[src/rtl/ctrl_alu.sv]
// ctrl_alu: main decoder, ALU decoder and 32-bit ALU for a single-cycle RV32I
// core (lw, sw, R-type, I-type ALU, beq, jal).
// Optional build macro CTRL_ALU_EXT_OPS_EN adds xor, sll and srl/sra decodes
// under ALUOp 10; without it those funct3 values decode to add and are
// flagged as unsupported.
//
// Handshake: none. This block has no valid/ready pair; every cycle carries
// exactly one instruction, and all outputs except the sticky illegal flag are
// combinational functions of the current inputs.
module ctrl_alu (
    input  logic        clk,
    input  logic        rst_n,
    input  logic [6:0]  op,
    input  logic [2:0]  funct3,
    input  logic        funct7,
    input  logic [31:0] rs1,
    input  logic [31:0] rs2,
    output logic [31:0] rd,
    output logic        z,
    output logic        PCSrc,
    output logic        MemWrite,
    output logic        ALUSrc,
    output logic        RegWrite,
    output logic [1:0]  ImmSrc,
    output logic [1:0]  ResultSrc,
    output logic [2:0]  ALUControl,
    output logic        illegal
);

    localparam logic [6:0] OP_LW   = 7'b0000011;
    localparam logic [6:0] OP_SW   = 7'b0100011;
    localparam logic [6:0] OP_R    = 7'b0110011;
    localparam logic [6:0] OP_I    = 7'b0010011;
    localparam logic [6:0] OP_BEQ  = 7'b1100011;
    localparam logic [6:0] OP_JAL  = 7'b1101111;

    localparam logic [2:0] ALU_ADD = 3'b000;
    localparam logic [2:0] ALU_SUB = 3'b001;
    localparam logic [2:0] ALU_AND = 3'b010;
    localparam logic [2:0] ALU_OR  = 3'b011;
    localparam logic [2:0] ALU_XOR = 3'b100;
    localparam logic [2:0] ALU_SLT = 3'b101;
    localparam logic [2:0] ALU_SLL = 3'b110;
    localparam logic [2:0] ALU_SR  = 3'b111;

    // Raw decode before reset gating of the state-changing enables.
    logic       dec_regwrite;
    logic       dec_memwrite;
    logic       branch;
    logic       jump;
    logic [1:0] aluop;
    logic       op_bad;
    logic       f3_bad;
    logic       sub_sel;
    logic       unsupported;

    // Main decoder: opcode to datapath controls; unknown opcodes give all zero.
    always_comb begin
        dec_regwrite = 1'b0;
        ImmSrc       = 2'b00;
        ALUSrc       = 1'b0;
        dec_memwrite = 1'b0;
        ResultSrc    = 2'b00;
        branch       = 1'b0;
        aluop        = 2'b00;
        jump         = 1'b0;
        op_bad       = 1'b0;
        case (op)
            OP_LW: begin
                dec_regwrite = 1'b1;
                ALUSrc       = 1'b1;
                ResultSrc    = 2'b01;
            end
            OP_SW: begin
                ImmSrc       = 2'b01;
                ALUSrc       = 1'b1;
                dec_memwrite = 1'b1;
            end
            OP_R: begin
                dec_regwrite = 1'b1;
                aluop        = 2'b10;
            end
            OP_I: begin
                dec_regwrite = 1'b1;
                ALUSrc       = 1'b1;
                aluop        = 2'b10;
            end
            OP_BEQ: begin
                ImmSrc       = 2'b10;
                branch       = 1'b1;
                aluop        = 2'b01;
            end
            OP_JAL: begin
                dec_regwrite = 1'b1;
                ImmSrc       = 2'b11;
                ResultSrc    = 2'b10;
                jump         = 1'b1;
            end
            default: op_bad = 1'b1;
        endcase
    end

    // funct7 only means sub/sra for register-register ops; addi/srai keep
    // their immediate bits out of the operation select via op[5].
    assign sub_sel = op[5] & funct7;

    // ALU decoder: ALUOp plus funct fields to the ALU operation code.
    always_comb begin
        ALUControl = ALU_ADD;
        f3_bad     = 1'b0;
        case (aluop)
            2'b00: ALUControl = ALU_ADD;
            2'b01: ALUControl = ALU_SUB;
            2'b10: begin
                case (funct3)
                    3'b000:  ALUControl = sub_sel ? ALU_SUB : ALU_ADD;
                    3'b010:  ALUControl = ALU_SLT;
                    3'b110:  ALUControl = ALU_OR;
                    3'b111:  ALUControl = ALU_AND;
`ifdef CTRL_ALU_EXT_OPS_EN
                    3'b100:  ALUControl = ALU_XOR;
                    3'b001:  ALUControl = ALU_SLL;
                    3'b101:  ALUControl = ALU_SR;
`endif
                    default: begin
                        ALUControl = ALU_ADD;
                        f3_bad     = 1'b1;
                    end
                endcase
            end
            default: ALUControl = ALU_ADD;
        endcase
    end

    // ALU datapath; codes without an operation in this build give zero.
    always_comb begin
        rd = 32'd0;
        case (ALUControl)
            ALU_ADD: rd = rs1 + rs2;
            ALU_SUB: rd = rs1 - rs2;
            ALU_AND: rd = rs1 & rs2;
            ALU_OR:  rd = rs1 | rs2;
            ALU_SLT: rd = {31'd0, ($signed(rs1) < $signed(rs2))};
`ifdef CTRL_ALU_EXT_OPS_EN
            ALU_XOR: rd = rs1 ^ rs2;
            ALU_SLL: rd = rs1 << rs2[4:0];
            ALU_SR:  rd = sub_sel ? 32'($signed(rs1) >>> rs2[4:0])
                                  : (rs1 >> rs2[4:0]);
`endif
            default: rd = 32'd0;
        endcase
    end

    assign z = ~|rd;

    // Enables that change architectural state are held off while in reset,
    // independent of the clock.
    assign RegWrite = dec_regwrite & rst_n;
    assign MemWrite = dec_memwrite & rst_n;
    assign PCSrc    = ((branch & z) | jump) & rst_n;

    assign unsupported = op_bad | f3_bad;

    // Sticky unsupported-instruction flag, cleared only by reset.
    always_ff @(posedge clk or negedge rst_n) begin
        if (!rst_n) begin
            illegal <= 1'b0;
        end else if (unsupported) begin
            illegal <= 1'b1;
        end
    end

endmodule

[config.mk]
export PLATFORM = sky130hd
export DESIGN_NAME = ctrl_alu
export DESIGN_NICKNAME = d
export VERILOG_FILES = /design/src/rtl/ctrl_alu.sv
export SDC_FILE = /design/constraint.sdc
export NUM_CORES = 1
export LEC_CHECK = 0
export ABC_AREA = 0
export CORE_UTILIZATION = 45
export CTS_CLUSTER_SIZE = 24
export DETAILED_ROUTE_END_ITERATION = 16
export PLACE_DENSITY = 0.72
export SETUP_SLACK_MARGIN = 0.15
export SLEW_MARGIN = 20
export SYNTH_ARGS = -nofsm -noshare
export SYNTH_HDL_FRONTEND = slang
export SYNTH_SLANG_ARGS = --single-unit
[constraint.sdc]
create_clock -name clk -period 13.48 [get_ports clk]
set_input_delay 3.37 -clock clk [delete_from_list [all_inputs] [get_ports clk]]
set_output_delay 3.37 -clock clk [all_outputs]
set_load 0.02 [all_outputs]
# After elaboration in Yosys (flattened, before gate mapping)
# Index checks and enable logic that the tools add are counted.
dict set report totals {
  regBits 1
  in_bits 77
  word_cells 52
}
dict set report classes {
  n_addsub 2
  order_cmp 1
  eq_ne 15
  muxes 15
  n_bitwise 9
  n_reduce_logical 9
}
# op n
set op_table {}
lappend op_table {{$pmux W32 S5} 1}
lappend op_table {{$add A32 B32 Y32} 1}
lappend op_table {{$and A32 B32 Y32} 1}
lappend op_table {{$lt A32 B32 Y1} 1}
lappend op_table {{$or A32 B32 Y32} 1}
lappend op_table {{$reduce_or A32 Y1} 1}
lappend op_table {{$sub A32 B32 Y32} 1}
lappend op_table {{$eq A7 B6 Y1 const B} 2}
lappend op_table {{$eq A7 B7 Y1 const B} 2}
lappend op_table {{$pmux W3 S4} 1}
lappend op_table {{$eq A3 B2 Y1 const B} 3}
lappend op_table {{$eq A3 B3 Y1 const B} 3}
lappend op_table {{$mux W1} 9}
lappend op_table {{$pmux W2 S2} 2}
lappend op_table {{$reduce_or A4 Y1} 2}
lappend op_table {{$eq A7 B2 Y1 const B} 1}
lappend op_table {{$eq A7 B5 Y1 const B} 1}
lappend op_table {{$logic_not A3 Y1} 2}
lappend op_table {{$pmux W2 S3} 1}
lappend op_table {{$pmux W3 S2} 1}
lappend op_table {{$reduce_or A6 Y1} 1}
lappend op_table {{$and A1 B1 Y1} 5}
lappend op_table {{$eq A3 B1 Y1 const B} 1}
lappend op_table {{$reduce_or A3 Y1} 1}
lappend op_table {{other kinds (5)} 6}

# Longest topological paths before layout
# Gate-level depths: netlist of the first run.
dict set report depth {
  word_depth 12
  depth_mapped 18
}

# Worst setup path after synthesis of the first run
# Ideal clock, no wire load.
dict set report synth_timing {
  kind {in2out}
  startpoint {input port op[3]}
  endpoint {output port PCSrc}
  t_arrival_ns 7.021
  required_ns 10.110
  path_slack_ns 3.089
  stages 16
  cell_sequence {or3_1 > nor2_1 > and2_1 > ha_1 > nand3b_1 > a21oi_1 > buf_2 > nor2_2 > a221oi_2 > o31ai_1 > o22a_1 > a211oi_1 > o2111ai_1 > or4_1 > or4_4 > o31ai_2}
}
dict set report synth_via {
  elab_chain_cells 12
  elab_cells_between_ends 22
  classes_between {eq/ne: 10; mux: 5; bitwise: 3; reduce/logical: 4}
}
# element line_no
set synth_lines {}
lappend synth_lines {{start: declaration} 13} ;# input logic [6:0] op,
lappend synth_lines {{$eq A7 B5 Y1 / $eq A7 B6 Y1 (equally long branches)} 68} ;# case (op)
lappend synth_lines {{$reduce_or A2 Y1 (no line)} n/a}
lappend synth_lines {{$pmux W2 S2 *} 68}
lappend synth_lines {{$eq A2 B2 Y1 / $eq A2 B1 Y1 (equally long branches)} 111} ;# case (aluop)
lappend synth_lines {{$pmux W3 S2 *} 111}
lappend synth_lines {{$eq A3 B3 Y1 (tied with other cells)} 138} ;# case (ALUControl)
lappend synth_lines {{$pmux W32 S5 *} 138}
lappend synth_lines {{net rd[16]} 18} ;# output logic [31:0] rd,
lappend synth_lines {{$reduce_or A32 Y1 *} 154} ;# assign z = ~|rd;
lappend synth_lines {{$logic_not A1 Y1 *} 154}
lappend synth_lines {{$and A1 B1 Y1 *} 160} ;# assign PCSrc = ((branch & z) | jump) & rst_n;
lappend synth_lines {{$or A1 B1 Y1 *} 160}
lappend synth_lines {{$and A1 B1 Y1 *} 160}
lappend synth_lines {{end: declaration} 20} ;# output logic PCSrc,
# The timed path passes the listed nets; every way through them passes the cells marked *.

# Worst setup path in the final report of the first run
dict set report layout_timing {
  startpoint {input port op[3]}
  endpoint {output port PCSrc}
}
dict set report layout_via {
  elab_chain_cells 12
  elab_cells_between_ends 22
  classes_between {eq/ne: 10; mux: 5; bitwise: 3; reduce/logical: 4}
}
# element line_no
set layout_lines {}
lappend layout_lines {{$eq A7 B5 Y1 / $eq A7 B6 Y1 (equally long branches)} 68}
lappend layout_lines {{$reduce_or A2 Y1 (no line)} n/a}
lappend layout_lines {{$pmux W2 S2} 68}
lappend layout_lines {{$eq A2 B2 Y1 / $eq A2 B1 Y1 (equally long branches)} 111}
lappend layout_lines {{$pmux W3 S2} 111}
lappend layout_lines {{$eq A3 B3 Y1 (tied with other cells)} 138}
lappend layout_lines {{$pmux W32 S5} 138}
lappend layout_lines {{$reduce_or A32 Y1} 154}
lappend layout_lines {{$logic_not A1 Y1} 154}
lappend layout_lines {{$and A1 B1 Y1} 160}
lappend layout_lines {{$or A1 B1 Y1 *} 160}
lappend layout_lines {{$and A1 B1 Y1 *} 160}
# Every way passes the cells marked *; elsewhere a longest branch is shown, timed or not.

==> metrics.md, run 1 <==
| Metric | Value |
|---|---|
| Post-synth EDFFs | 0 |
| Max cap viols | 0 |
| Syn nets | 1032 |
| Tot Pwr | 0.328 mW |
| Yosys reg bits | 1 |
| Part of the cycle the worst path needs | 0.931 |
| Cells after synthesis | 851 |
| Min Tclk post-route | 12.55 ns |
| CP Data Required Time | 10.11 ns |
| Maximum VDD drop | 24.9 uV |
| P_sw | 0.191 mW |
| DRT antenna net count | 0 |
| Syn. warnings | 0 |
| Cell Area, Synth | 5700 sq um |
| Drc violations | 0 |
| Skew-Pair Late Insertion Delay | 0 ns |
| DP HPWL | 15800 um |
| Gr usage total | 0.295 |
| DR vias | 6958 |
| Die area | 13100 sq um |
| Max reg flops | 1 |
| First-pass GRT wire length | 31300 um |
| Logic pwr share | 0.991 |
| Post-synth top area cell | ha_1 |
| GRT overflow | 0 |
| GP Congestion | 1.01 |
| Area growth from synthesis to layout | 21.8% |
| Slew Limit Fails | 0 |
| Syn_area_per_cell | 6.70 sq um |
| Register area share after synthesis | 0.00439 |
| Initial Util | 0.469 |
| Leak | 3.01 nW |
| Worst Max-Slew Pin Slew | 1.11 ns |
| PostCTS Resize Cnt | 0 |
| Largest net degree at the start of global routing | 38 |
| Status | finished, final reports clean |
| Setup-failing EPs final | 0 |
| Top-area cell type share of the netlist area | 0.224 |
| Synth area leaders | ha_1 (22%), a21oi_1 (6.8%), inv_1 (6.3%), nor2_1 (5.0%), nand2_1 (4.3%) |
| Clock input transition at the sequential cells of the worst setup and hold paths | 0 ns |
| Layout cells sized above 1 | 0.0483 |
| Post-layout util | 0.571 |
| Critical Path Sink Type | primary output |
| Switching fraction of total power | 0.583 |
| # port buffers | 121 |
| Rows | 40 |
| Wire length reported by the detailed router | 19800 um |
| Startpoint Class | input pin |
| Commonest non-fill, non-tap cell in the layout | clkdlybuf4s50_1 |
| Via density | 6.33 |
| CTS Hold Bufs | 0 |
| Biggest regs | illegal (1) |
| CP arrival | 9.18 ns |
| Slew HR | 0.261 |
| Die H | 115 um |
| Final hold viol count | 0 |
| Fmax | 0.0797 GHz |
| Pwr dens | 47.3 nW/um^2 |
| Class of the most critical setup path | input pin to primary output |
| Post-Route Skew | 0 ns |
| Async set or reset register ratio after synthesis | 1.00 |
| Reg with most FFs | illegal |
| Vias in the first global route | 6129 |
| Post-CTS Setup Inserts | 0 |
| Most frequent cells in the layout | clkdlybuf4s50_1 (121), ha_1 (102), inv_1 (96) |
| Min-delay worst type | flip-flop to flip-flop |
| Critical Path Fanout Max | 27 |
| Clk network pwr share | 0 |
| First-iteration detailed-routing DRC count | 768 |
| Internal power | 0.137 mW |
| TNS Setup | 0 ns |
| Post-synthesis cell type count | 91 |
| IO Count | 122 |
| Final nets | 1114 |
| Reg power frac | 0.009 |
| Top_reg_cell synth | dfrtp_1 |
| Drt pass-1 iters | 5 |
| ANT cells | 0 |
| Die width | 115 um |
| Initial antenna violation count | 0 |
| Wire per inst | 18.1 um |
| RSZ-0062 raised after global routing | false |
| Core area | 12200 sq um |
-- worst max-delay path, cell delays in order --
cell	delay [ns]
clkdlybuf4s50_1	0.48
or3_1	0.42
nor2_1	0.09
and2_1	0.17
inv_1	0.05
ha_1	0.23
nor2_1	0.10
a221o_1	0.50
clkinv_2	0.49
nand2_1	0.58
a21o_1	0.15
o211ai_1	0.09
o22a_1	0.26
a211oi_1	0.22
o2111ai_1	0.14
or4_1	0.48
or4_4	0.45
o31ai_2	0.24
clkdlybuf4s50_1	0.63
-- final timing paths --
check | startpoint | depth (start not counted) | slack, ns | end
min in group asynchronous | rst_n | 1 | 3.59 | illegal
setup / recovery | op[3] | 19 | 0.93 | PCSrc
setup reg to reg | illegal | 2 | 12.71 | illegal
hold reg to reg | illegal | 2 | 0.49 | illegal
max in group asynchronous | rst_n | 1 | 9.71 | illegal
hold / removal | illegal | 2 | 0.49 | illegal
-- cells by family (layout without fill, tap and decap cells) --
family / after synthesis / in the layout / synth area share
buffers and inverters: 146 / 226 / 0.105
and+or+nand+nor: 256 / 256 / 0.227
adders and majority gates: 104 / 104 / 0.231
DFF: 1 / 1 / 0.00439
muxes: 5 / 5 / 0.00900
AOI/OAI and AO/OA: 325 / 325 / 0.402
xor gates and xnor gates: 14 / 14 / 0.0215
-- metal layers --
layer / GRT usage / part of all wire / up-vias
met5: 0 / 0 / -
met4: 0.0580 / 0.022 / 0
met3: 0.0259 / 0.090 / 42
met2: 0.487 / 0.45 / 396
met1: 0.416 / 0.44 / 3228
li1: - / - / 3292
-- power by group through the flow --
| stage | clock (mW) | combinational, mW | sequential [mW] |
|---|---|---|---|
| global route | 0 | 0.348 | 0.00306 |
| CTS | 0 | 0.318 | 0.00306 |
| detailed placement | 0 | 0.316 | 0.00306 |
| finish | 0 | 0.325 | 0.00306 |
| floorplan | 0 | 0.203 | 0.00306 |
| global placement | 0 | 0.317 | 0.00306 |
-- cell type report --
cell class | count | area, sq um
fill | 1216 | 5220
inverter | 100 | 377
multi-input combinational | 704 | 5080
sequential | 1 | 25.0
tap | 168 | 210
timing repair buffer | 126 | 1250
-- synthesized netlist by cell type (14+ instances only) --
cell / instances
ha_1: 102
buf_2: 14
nor2_1: 76
nor3_1: 20
nand2_1: 66
clkbuf_1: 21
o211ai_1: 21
a211oi_1: 19
a21oi_1: 78
a21o_1: 15
o21ai_0: 49
inv_1: 96
-- stage by stage --
step                      cell area, sq um  hold slack (ns)  setup WS, ns  std cells
after floorplan                       5700            0.579          3.09        851
after global placement                6940            0.498          1.23       1099
final                                 6940            0.488         0.929       1099
after CTS                             6940            0.498          1.00       1099
after detailed placement              6940            0.511          1.03       1099
after global routing                  6940            0.513         0.499       1099
(Power assumes the default switching activity.)
==> run 2, diff against run 1 <==
Settings changed: GPL_TIMING_DRIVEN from default to 0.
==> metrics.md, run 2 (synthesis results as in run 1) <==
| Metric | Value |
|---|---|
| WL met3 | 2240 um (+25%) |
| Status | finished, final reports clean |
| Part of the cycle the worst path needs | 0.949 (+0.0183) |
| CTS Hold Bufs | 0 (unchanged) |
| Largest net degree at the start of global routing | 11 (-71%) |
| Slack of the critical path | 0.682 ns (-0.247 ns) |
| Final hold viol count | 0 (unchanged) |
| Max cap viols | 0 (unchanged) |
| Clock input transition at the sequential cells of the worst setup and hold paths | 0 ns (unchanged) |
| Post-Route Skew | 0 ns (unchanged) |
| Die width | 115 um (unchanged) |
| DP Cell Count | 1140 (+3.7%) |
| Initial Util | 0.469 (unchanged) |
| Maximum VDD drop | 24.7 uV (-0.51%) |
| GRT overflow | 0 (unchanged) |
| Post-CTS Setup Inserts | 0 (unchanged) |
| GP Congestion | 1.00 (-1.1%) |
| Wire per inst | 18.8 um (+4.0%) |
| Reg with most FFs | illegal |
| P_sw | 0.192 mW (+0.53%) |
| Slew Limit Fails | 0 (unchanged) |
| Fmax | 0.0781 GHz (-1.9%) |
| Die area | 13100 sq um (unchanged) |
| Post-DP Area | 7120 sq um (+2.6%) |
| Reg power frac | 0.009 (about the same) |
| DR vias | 7130 (+2.5%) |
| Logic pwr share | 0.991 (about the same) |
| Drt pass-1 iters | 5 (unchanged) |
| Worst Max-Slew Pin Slew | 1.02 ns (-0.0824 ns) |
| Max reg flops | 1 (unchanged) |
| Area growth from synthesis to layout | 24.9% |
| Biggest regs | illegal (1) |
| Critical Path Sink Type | primary output |
| ANT cells | 0 (unchanged) |
| Met1 WL | 9250 um (+6.3%) |
| Clk network pwr share | 0 (unchanged) |
| RSZ-0062 raised after global routing | false |
| # port buffers | 121 (unchanged) |
| TNS Setup | 0 ns (unchanged) |
| Most frequent cells in the layout | clkdlybuf4s50_1 (121), ha_1 (102), inv_1 (96) |
| First-pass GRT wire length | 33100 um (+5.8%) |
| Pre-CTS WS | 0.874 ns (-0.152 ns) |
| Routed length on met2 | 9040 um (+1.7%) |
| CP Data Required Time | 10.11 ns (about the same) |
| PostCTS Resize Cnt | 0 (unchanged) |
| Min Tclk post-route | 12.80 ns (+0.247 ns) |
| Layout cells sized above 1 | 0.0607 (+0.0124) |
| Leak | 3.11 nW (+3.3%) |
| Max layer used | met4 |
| Startpoint Class | input pin |
| Via density | 6.25 (-1.2%) |
| Min-delay worst type | flip-flop to flip-flop |
| Skew-Pair Late Insertion Delay | 0 ns (unchanged) |
| Slew HR | 0.315 (+0.0532) |
| Drc violations | 0 (unchanged) |
| Initial antenna violation count | 0 (unchanged) |
| Internal power | 0.140 mW (+2.1%) |
| First-iteration detailed-routing DRC count | 779 (+1.4%) |
| CP arrival | 9.43 ns (+0.25 ns) |
| Gr usage total | 0.318 (+0.0230) |
| Rows | 40 (unchanged) |
| Cell Count, Final, Fillers Out | 1140 (+3.7%) |
| Pwr dens | 46.6 nW/um^2 (-1.4%) |
| DRT antenna net count | 0 (unchanged) |
| Switching fraction of total power | 0.580 (-0.00390) |
| Setup-failing EPs final | 0 (unchanged) |
| Core area | 12200 sq um (unchanged) |
| Vias in the first global route | 6400 (+4.4%) |
| IO Count | 122 (unchanged) |
| Final nets | 1155 (+3.7%) |
| Cell area after layout | 7120 sq um (+2.6%) |
| Critical Path Fanout Max | 10 (-63%) |
| Wire length reported by the detailed router | 21400 um (+7.9%) |
| DP HPWL | 17300 um (+9.3%) |
| Fillcell total | 1260 (+3.6%) |
| Die H | 115 um (unchanged) |
| Class of the most critical setup path | input pin to primary output |
| Commonest non-fill, non-tap cell in the layout | clkdlybuf4s50_1 |
run 2: cell types whose count changed in the layout (fill, tap and decap cells not counted):
cell and delta:
buf_1 +4, nor2_1 +1, nor2_2 -1, nand2b_1 +1, nand2b_2 -1, buf_2 +14
clkbuf_1 +21, buf_6 +2
run 2: power groups by stage:
stage	logic, mW	clock network (mW)	registers [mW]
5_1_grt	0.353	0	0.00306
3_3_place_gp	0.320	0	0.00306
6_report	0.329	0	0.00306
2_1_floorplan	0.203	0	0.00306
4_1_cts	0.322	0	0.00306
3_5_place_dp	0.320	0	0.00306
run 2: worst paths after layout:
| check | from | end | slack [ns] | cells after the start |
|---|---|---|---|---|
| min | illegal | illegal | 0.49 | 2 |
| min reg2reg | illegal | illegal | 0.49 | 2 |
| min in group asynchronous | rst_n | illegal | 3.59 | 1 |
| max | op[5] | PCSrc | 0.68 | 17 |
| max in group asynchronous | rst_n | illegal | 9.72 | 1 |
| max reg2reg | illegal | illegal | 12.70 | 2 |
run 2: per-layer routing:
layer / GRT usage / vias up
li1: - / 3369
met1: 0.453 / 3262
met2: 0.500 / 432
met3: 0.0318 / 67
met4: 0.0970 / 0
met5: 0 / -
run 2: area by class of cell:
cell class | instances | area, sq um | area share
Timing Repair Buffer | 121 | 1210 | 0.170
Sequential cell | 1 | 25.0 | 0.00351
Multi-Input combinational cell | 704 | 5070 | 0.713
Tap cell | 168 | 210 | 0.0295
Inverter | 100 | 377 | 0.0529
Buffer | 46 | 224 | 0.0315
run 2: stage by stage:
step	total power [mW]	utilization	hold WS (ns)
after floorplan	0.206	-	0.579
after global placement	0.323	0.585	0.476
after detailed placement	0.323	0.585	0.484
after CTS	0.325	0.585	0.479
after global routing	0.356	0.585	0.524
final	0.332	0.585	0.491
run 2: worst max-delay path, stage by stage:
cell and delay (ns):
clkdlybuf4s50_1 0.54, nand4b_1 0.20, nor3_1 0.24, nand2_1 0.14, inv_1 0.11, ha_1 0.23, nand2b_1 0.12, buf_2 0.25
buf_1 0.63, clkbuf_1 0.71, a21oi_1 0.22, a221o_1 0.36, nor4b_1 0.58, nand4b_1 0.29, or4_4 0.55, o31ai_2 0.23
clkdlybuf4s50_1 0.64
==> run 3, diff against run 2 <==
Settings changed: ABC_AREA 0 to default, CORE_UTILIZATION 45 to 35, PLACE_DENSITY 0.72 to 0.59, SLEW_MARGIN 20 to default.
==> metrics.md, run 3 (synthesis results as in run 1) <==
| Metric | Value |
|---|---|
| Worst hold endpoint | illegal |
| Drt pass-1 iters | 5 (unchanged) |
| CP arrival | 9.04 ns (-0.39 ns) |
| TNS Setup | 0 ns (unchanged) |
| Initial antenna violation count | 0 (unchanged) |
| Setup-failing EPs final | 0 (unchanged) |
| Class of the most critical setup path | input pin to primary output |
| DR vias | 6963 (-2.3%) |
| Skew-Pair Late Insertion Delay | 0 ns (unchanged) |
| Initial Util | 0.359 (-0.110) |
| Hold Crit Start | illegal |
| GP Congestion | 0.957 (-4.4%) |
| Wire per inst | 19.0 um (+1.0%) |
| Wire length reported by the detailed router | 22500 um (+5.2%) |
| First-pass GRT wire length | 34800 um (+5.2%) |
| RSZ-0062 raised after global routing | false |
| Logic pwr share | 0.991 (about the same) |
| Final hold viol count | 0 (unchanged) |
| Final nets | 1155 (unchanged) |
| Max reg flops | 1 (unchanged) |
| Area growth from synthesis to layout | 26.0% |
| Largest net degree at the start of global routing | 11 (unchanged) |
| Worst Max-Slew Pin Slew | 1.15 ns (+0.126 ns) |
| Slew Limit Fails | 0 (unchanged) |
| Part of the cycle the worst path needs | 0.920 (-0.0290) |
| Fmax | 0.0806 GHz (+3.1%) |
| Switching fraction of total power | 0.581 (+0.00143) |
| Clock input transition at the sequential cells of the worst setup and hold paths | 0 ns (unchanged) |
| Slew HR | 0.230 (-0.0842) |
| Post-CTS Setup Inserts | 0 (unchanged) |
| Tot Pwr | 0.333 mW (+0.36%) |
| ANT cells | 0 (unchanged) |
| Met1 WL | 9860 um (+6.5%) |
| Internal power | 0.140 mW (about the same) |
| Hold Crit Depth | 2 (unchanged) |
| Rows | 46 (+15%) |
| Cells on worst reg2reg path | 2 (unchanged) |
| Via density | 5.86 (-6.3%) |
| GRT overflow | 0 (unchanged) |
| Post-layout util | 0.452 (-0.133) |
| Reg power frac | 0.009 (about the same) |
| Clk network pwr share | 0 (unchanged) |
| Die width | 130 um (+13%) |
| R2r startpoint | illegal |
| Die H | 130 um (+13%) |
| # port buffers | 121 (unchanged) |
| PostCTS Resize Cnt | 0 (unchanged) |
| Biggest regs | illegal (1) |
| Reg2Reg Setup Slack | 12.71 ns (about the same) |
| Most frequent cells in the layout | clkdlybuf4s50_1 (121), ha_1 (102), inv_1 (96) |
| Commonest non-fill, non-tap cell in the layout | clkdlybuf4s50_1 |
| Critical Path Sink Type | primary output |
| DP Cell Count | 1188 (+4.2%) |
| Critical Path Fanout Max | 10 (unchanged) |
| Routed length on met2 | 9810 um (+8.5%) |
| WL met3 | 2200 um (-1.8%) |
| Cell Count, Final, Fillers Out | 1188 (+4.2%) |
| DRT antenna net count | 0 (unchanged) |
| Post-Route Skew | 0 ns (unchanged) |
| Min-delay worst type | flip-flop to flip-flop |
| Min Tclk post-route | 12.41 ns (-0.391 ns) |
| DP HPWL | 18200 um (+5.2%) |
| Leak | 3.11 nW (unchanged) |
| Max cap viols | 0 (unchanged) |
| Max layer used | met4 |
| CP Data Required Time | 10.11 ns (about the same) |
| P_sw | 0.194 mW (+0.61%) |
| Core area | 15900 sq um (+31%) |
| Critical R2R Capture | illegal |
| Pwr dens | 46.4 nW/um^2 (-0.48%) |
| CTS Hold Bufs | 0 (unchanged) |
| Maximum VDD drop | 23.3 uV (-5.7%) |
| Drc violations | 0 (unchanged) |
| Vias in the first global route | 6358 (-0.66%) |
| Startpoint Class | input pin |
| Fillcell total | 1685 (+34%) |
| Gr usage total | 0.264 (-0.0540) |
| Die area | 16800 sq um (+28%) |
| Status | finished, final reports clean |
| Reg with most FFs | illegal |
| First-iteration detailed-routing DRC count | 753 (-3.3%) |
| IO Count | 122 (unchanged) |
| Layout cells sized above 1 | 0.0607 (unchanged) |
[run 3: area by class of cell]
| type | count | area [sq um] | share of cell area |
|---|---|---|---|
| well taps | 216 | 270 | 0.0376 |
| flip-flops and latches | 1 | 25.0 | 0.00348 |
| inverters | 100 | 377 | 0.0524 |
| plain buffers | 46 | 224 | 0.0312 |
| repair buffers | 121 | 1210 | 0.169 |
| multi-input cells | 704 | 5070 | 0.707 |
[run 3: metrics by stage]
| stage | worst slack (ns) | instance area, sq um | hold slack, ns |
|---|---|---|---|
| 2_1_floorplan | 3.09 | 5700 | 0.579 |
| 5_1_grt | 0.760 | 7180 | 0.546 |
| 6_report | 1.07 | 7180 | 0.480 |
| 3_3_place_gp | 1.20 | 7180 | 0.476 |
| 4_1_cts | 1.15 | 7180 | 0.488 |
| 3_5_place_dp | 1.16 | 7180 | 0.499 |
[run 3: worst max-delay path by stage]
stage | endpoint | cells past startpoint | startpoint
floorplan | PCSrc | 16 | op[3]
CTS | PCSrc | 19 | op[3]
finish | PCSrc | 17 | op[4]
global route | PCSrc | 20 | op[5]
detailed placement | PCSrc | 19 | op[3]
global placement | PCSrc | 19 | op[3]
[run 3: per-layer routing]
metal / GRT usage / vias up
li1: - / 3372
met1: 0.371 / 3201
met2: 0.430 / 342
met3: 0.0182 / 48
met4: 0.0752 / 0
met5: 0 / -
[run 3: power groups by stage]
stage | combinational, mW | clock (mW) | sequential [mW]
after floorplan | 0.203 | 0 | 0.00306
after global routing | 0.358 | 0 | 0.00306
after detailed placement | 0.323 | 0 | 0.00306
after CTS | 0.325 | 0 | 0.00306
final | 0.330 | 0 | 0.00306
after global placement | 0.323 | 0 | 0.00306
[run 3: critical path, cell delays in order]
cell	delay, ns
clkdlybuf4s50_1	0.48
nand4b_1	0.28
nor3_1	0.23
nand2_1	0.13
inv_1	0.10
ha_1	0.27
nand2b_1	0.13
buf_2	0.25
buf_1	0.64
clkbuf_1	0.65
a21oi_1	0.17
a221o_1	0.37
nor4b_1	0.34
nand4b_1	0.22
or4_4	0.55
o31ai_2	0.22
clkdlybuf4s50_1	0.63
